===== src/rtl/ula_pkg.sv =====
// Shared constants for the bit-serial ALU: opcodes, FSM encoding and default width.
package ula_pkg;

    localparam int unsigned ULA_WIDTH = 8;

    localparam logic [1:0] OP_ADD  = 2'b00;
    localparam logic [1:0] OP_SUB  = 2'b01;
    localparam logic [1:0] OP_SLE  = 2'b10;
    localparam logic [1:0] OP_PASS = 2'b11;

    typedef enum logic [1:0] {
        ST_IDLE   = 2'd0,
        ST_SHIFT  = 2'd1,
        ST_FINISH = 2'd2
    } state_t;

endpackage


===== src/rtl/ula_serial_slice.sv =====
// One-bit full adder; B can be inverted (subtract) or forced to zero (pass A).
module ula_serial_slice (
    input  logic a,
    input  logic b,
    input  logic cin,
    input  logic b_inv,
    input  logic b_zero,
    output logic sum_c,
    output logic cout_c
);

    logic b_eff;

    always_comb begin
        b_eff  = b_zero ? 1'b0 : (b ^ b_inv);
        sum_c  = a ^ b_eff ^ cin;
        cout_c = (a & b_eff) | (a & cin) | (b_eff & cin);
    end

endmodule


===== src/rtl/ula_serial.sv =====
// Bit-serial ALU sequencer: one operand bit per clock, LSB first, through a single slice.
module ula_serial
    import ula_pkg::*;
#(
    parameter int unsigned WIDTH = ULA_WIDTH
) (
    input  logic             clock,
    input  logic             reset,
    input  logic             start,
    input  logic [1:0]       op,
    input  logic [WIDTH-1:0] A,
    input  logic [WIDTH-1:0] B,
    output logic             busy,
    output logic             done,
    output logic [WIDTH-1:0] F,
    output logic             carry,
    output logic             overflow,
    output logic             zero
);

    localparam int unsigned CW = (WIDTH > 1) ? $clog2(WIDTH) : 1;

    state_t           state, state_next;
    logic [WIDTH-1:0] a_q, a_n, b_q, b_n, res_q, res_n, f_n;
    logic [CW-1:0]    cnt_q, cnt_n;
    logic [1:0]       op_q, op_n;
    logic             c_q, c_n, z_q, z_n, v_q, v_n;
    logic             busy_n, done_n, carry_n, overflow_n, zero_n;
    logic             sum_c, cout_c, b_inv_c, b_zero_c;

    always_comb begin
        b_inv_c  = (op_q == OP_SUB) || (op_q == OP_SLE);
        b_zero_c = (op_q == OP_PASS);
    end

    ula_serial_slice u_slice (
        .a      (a_q[0]),
        .b      (b_q[0]),
        .cin    (c_q),
        .b_inv  (b_inv_c),
        .b_zero (b_zero_c),
        .sum_c  (sum_c),
        .cout_c (cout_c)
    );

    // Next-state and next-register values; outputs only move on the FINISH edge.
    always_comb begin
        state_next = state;
        a_n        = a_q;
        b_n        = b_q;
        res_n      = res_q;
        cnt_n      = cnt_q;
        op_n       = op_q;
        c_n        = c_q;
        z_n        = z_q;
        v_n        = v_q;
        f_n        = F;
        carry_n    = carry;
        overflow_n = overflow;
        zero_n     = zero;
        done_n     = 1'b0;

        case (state)
            ST_IDLE: begin
                if (start) begin
                    a_n        = A;
                    b_n        = B;
                    op_n       = op;
                    c_n        = (op == OP_SUB) || (op == OP_SLE);
                    z_n        = 1'b1;
                    v_n        = 1'b0;
                    cnt_n      = '0;
                    state_next = ST_SHIFT;
                end
            end
            ST_SHIFT: begin
                a_n   = a_q >> 1;
                b_n   = b_q >> 1;
                res_n = {sum_c, res_q[WIDTH-1:1]};
                c_n   = cout_c;
                z_n   = z_q & ~sum_c;
                if (cnt_q == CW'(WIDTH - 1)) begin
                    v_n        = c_q ^ cout_c;
                    state_next = ST_FINISH;
                end else begin
                    cnt_n = cnt_q + CW'(1);
                end
            end
            ST_FINISH: begin
                // Signed A<=B from the subtract flags: (N ^ V) | Z.
                if (op_q == OP_SLE) begin
                    f_n = {{(WIDTH-1){1'b0}}, (res_q[WIDTH-1] ^ v_q) | z_q};
                end else begin
                    f_n = res_q;
                end
                carry_n    = c_q;
                overflow_n = v_q;
                zero_n     = z_q;
                done_n     = 1'b1;
                state_next = ST_IDLE;
            end
            default: state_next = ST_IDLE;
        endcase

        busy_n = (state_next != ST_IDLE);
    end

    always_ff @(posedge clock or negedge reset) begin
        if (!reset) begin
            state    <= ST_IDLE;
            a_q      <= '0;
            b_q      <= '0;
            res_q    <= '0;
            cnt_q    <= '0;
            op_q     <= '0;
            c_q      <= 1'b0;
            z_q      <= 1'b0;
            v_q      <= 1'b0;
            F        <= '0;
            carry    <= 1'b0;
            overflow <= 1'b0;
            zero     <= 1'b0;
            done     <= 1'b0;
            busy     <= 1'b0;
        end else begin
            state    <= state_next;
            a_q      <= a_n;
            b_q      <= b_n;
            res_q    <= res_n;
            cnt_q    <= cnt_n;
            op_q     <= op_n;
            c_q      <= c_n;
            z_q      <= z_n;
            v_q      <= v_n;
            F        <= f_n;
            carry    <= carry_n;
            overflow <= overflow_n;
            zero     <= zero_n;
            done     <= done_n;
            busy     <= busy_n;
        end
    end

endmodule


===== config.mk =====
export PLATFORM = sky130hd
export DESIGN_NAME = ula_serial
export DESIGN_NICKNAME = d
export VERILOG_FILES = /design/src/rtl/ula_pkg.sv /design/src/rtl/ula_serial_slice.sv /design/src/rtl/ula_serial.sv
export SDC_FILE = /design/constraint.sdc
export NUM_CORES = 1
export LEC_CHECK = 0
export ABC_AREA = 1
export CAP_MARGIN = 20
export CORE_ASPECT_RATIO = 1.25
export CORE_UTILIZATION = 48
export CTS_CLUSTER_DIAMETER = 100
export CTS_CLUSTER_SIZE = 14
export DETAILED_ROUTE_END_ITERATION = 8
export GPL_TIMING_DRIVEN = 0
export PLACE_DENSITY_LB_ADDON = 0.25
export SLEW_MARGIN = 20
export SYNTH_ARGS = -nofsm -noshare
export SYNTH_HDL_FRONTEND = slang
export SYNTH_SLANG_ARGS = --single-unit

===== constraint.sdc =====
create_clock -name clock -period 2 [get_ports clock]
set_clock_uncertainty 0.1 [all_clocks]
set_input_delay 0.6 -clock clock [delete_from_list [all_inputs] [get_ports clock]]
set_output_delay 0.6 -clock clock [all_outputs]
set_load 0.02 [all_outputs]

==> results.sh <==
export IMPL_syn_to_final_growth_pct=26.0
export IMPL_io_buffers=33
export IMPL_grt_overflow=0
export IMPL_antenna_found_initial=0
export IMPL_setup_viol=0
export IMPL_crit_path_end_kind="output pin"
export IMPL_crit_fanout=2
export IMPL_coreArea_mm2=0.00416
export IMPL_peakVddDrop_v=0.000637
export IMPL_cp_num_buf_inv=1
export IMPL_cap_violations=0
export IMPL_place_congestion=0.786
export IMPL_cts_buffers=5
export IMPL_cts_tree="yes"
export IMPL_drive_gt1_share_pct=13.8
export IMPL_crit_chain="clkdlybuf4s50_1"
export IMPL_row_count=26
export IMPL_grt_max_degree=31
export IMPL_yosysWarnings=0
export IMPL_clock_latency_ps=310
export IMPL_ant_nets=0
export IMPL_slew_headroom_pct=70.8
export IMPL_pwr_density_cell_mw_per_mm2=1420
export IMPL_slowest_stage="clkdlybuf4s50_1"
export IMPL_vias=1654
export IMPL_place_hpwl_um=2790
export IMPL_worst_pin_slew_ps=438
export IMPL_drt_pass1_iterations=5
export IMPL_rsz0062_at_grt="yes"
export IMPL_min_period_ps=1950
export IMPL_dieArea_mm2=0.00472
export IMPL_multi_input_area_um2=826
export IMPL_via_per_inst=4.88
export IMPL_synth_cells=241
export IMPL_critPathRequiredTime_ps=1300
export IMPL_slew_viol_final=0
export IMPL_fin_nets=309
export IMPL_ys_top_cells_by_area="dfrtp_1 (55%), nand2_1 (15%), nand3_1 (11%)"
export IMPL_grt_use_total_pct=19.8
export IMPL_max_stage_delay_ps=600
export IMPL_cts_root_buf="clkbuf_8"
export IMPL_hold_viol=0
export IMPL_seq_area_mm2=0.00118
export IMPL_grt_pass1_wl_um=6970
export IMPL_layout_setup_ws_ps=46.0
export IMPL_yosysSeqAreaShare_pct=55.1
export IMPL_fill_cells=387
export IMPL_period_share_pct=97.7
export IMPL_die_x_um=61.7
export IMPL_grt_pass1_vias=1644
export IMPL_cp_num_cells=1
export IMPL_cts_buffer_depth=2
export IMPL_yosys_area_top_type="dfrtp_1"
export IMPL_status="complete, no violations"
export IMPL_total_power_uw=3830
export IMPL_critical_path_top_delay_family="buffers and inverters"
export IMPL_hold_slack_ps=125
export IMPL_die_h_um=76.6
export IMPL_rr_worst_depth=9
export IMPL_cts_sinks=47
export IMPL_synth_avg_cell_area_um2=8.86
export IMPL_drt_wl_total_um=3850
export IMPL_drt_iter0_markers=57
export IMPL_synth_seq_cells=47
export IMPL_wl_per_cell_um=11.3
export IMPL_n_antenna_cell=0
export IMPL_cts_hold_buf=0
export IMPL_p_leak_uw=0.00149
export IMPL_synth_top_area_share_pct=55.1
export IMPL_fmax_mhz=512
export IMPL_initial_core_util_pct=51.3
export IMPL_hold_class="input port to asynchronous set/reset pin"
export IMPL_yosysUniqueCellTypes=24
export IMPL_cp_start_kind="flip-flop"
export IMPL_arrival_ps=1250
export IMPL_io_pins=34
export IMPL_dpl_worst_slack_ps=28.4
export IMPL_syn_cell_area_mm2=0.00214
export IMPL_clkTransAtPathRegs_ps=90
export IMPL_path_class="flip-flop to output pin"
export IMPL_syn_nets=268
export IMPL_drc=0
export IMPL_cts_max_level=2
flip-flops by register name, summed over array words and instances (netlist names):
| signal | count |
|---|---|
| b_q | 8 |
| v_q | 1 |
| a_q | 8 |
| F | 8 |
| zero | 1 |
| carry | 1 |
| z_q | 1 |
| overflow | 1 |
| res_q | 8 |
| done | 1 |
| op_q | 2 |
| c_q | 1 |
| state | 2 |
| cnt_q | 3 |
| busy | 1 |
layout by cell type (no fill, tap or decap), types with 4 or more instances in the layout:
| cell type | synthesis | layout |
|---|---|---|
| nand2_1 | 83 | 83 |
| inv_1 | 16 | 13 |
| inv_2 | 3 | 6 |
| dlymetal6s2s_1 | 0 | 10 |
| dfrtp_1 | 47 | 47 |
| ha_1 | 5 | 4 |
| clkbuf_8 | 0 | 5 |
| o21ai_1 | 8 | 8 |
| buf_2 | 3 | 4 |
| nor2_1 | 4 | 4 |
| clkdlybuf4s50_1 | 0 | 22 |
| nand3_1 | 46 | 46 |
cell type report:
type / count / share of cell area (%)
clock buffers: 5 / 2.56
inverters: 20 / 2.88
clock inverters: 3 / 0.883
multi-input cells: 164 / 30.7
repair buffers: 34 / 13.8
flip-flops and latches: 47 / 43.7
plain buffers: 10 / 2.93
well taps: 56 / 2.60
cell families (layout without fill, tap and decap cells):
logic type      after synthesis  in the layout  synth area share (%)
compound gates               14             14                  3.46
fa+ha+maj                     6              6                  3.87
buf+inv                      30             72                  7.32
flops                        47             47                  55.1
simple gates                144            144                  30.3
per-layer routing:
layer	routed length, µm	global-route usage [%]	part of all wire [%]
met1	1740	25.6	45
met2	1880	31.8	49
met3	162	5.09	4.2
met4	61	6.00	1.6
met5	0	0	0
repair_timing:
action | CTS | global route
setup endpoints to repair | 0 | 12
gates resized for setup | 0 | 18
setup buffers | 0 | 0
power breakdown:
group	internal, µW	switching [µW]
clock	250	329
combinational	733	962
sequential	1330	227
Yosys cell counts:
master,number
nand2_1,83
dfrtp_1,47
nand3_1,46
inv_1,16
o21ai_1,8
ha_1,5
nor2_1,4
o21ai_0,4
buf_2,3
buf_4,3
buf_6,3
inv_2,3
nand2_2,3
nand4_1,3
a21oi_1,1
clkbuf_4,1
fa_1,1
inv_4,1
nand2_4,1
nor2_2,1
nor2_8,1
o21ai_2,1
or2_1,1
or2_4,1
final timing paths:
kind                               from       end  slack, ps
worst max-delay path               F[0]      F[0]         50
worst max register to register  op_q[0]       z_q         50
worst min register to register     zero      zero        370
worst min-delay path              reset    b_q[7]        130
min in group clock                 zero      zero        370
max in group asynchronous         reset  res_q[5]       1180
metrics by stage:
step	area, µm²	util [%]	instances	TNS (ps)
floorplan	2140	-	241	0
global placement	2540	60.9	330	-49840
detailed placement	2550	61.3	331	0
CTS	2640	63.5	339	0
global route	2690	64.6	339	-38.3
finish	2690	64.6	339	0
(Power assumes the default switching activity.)
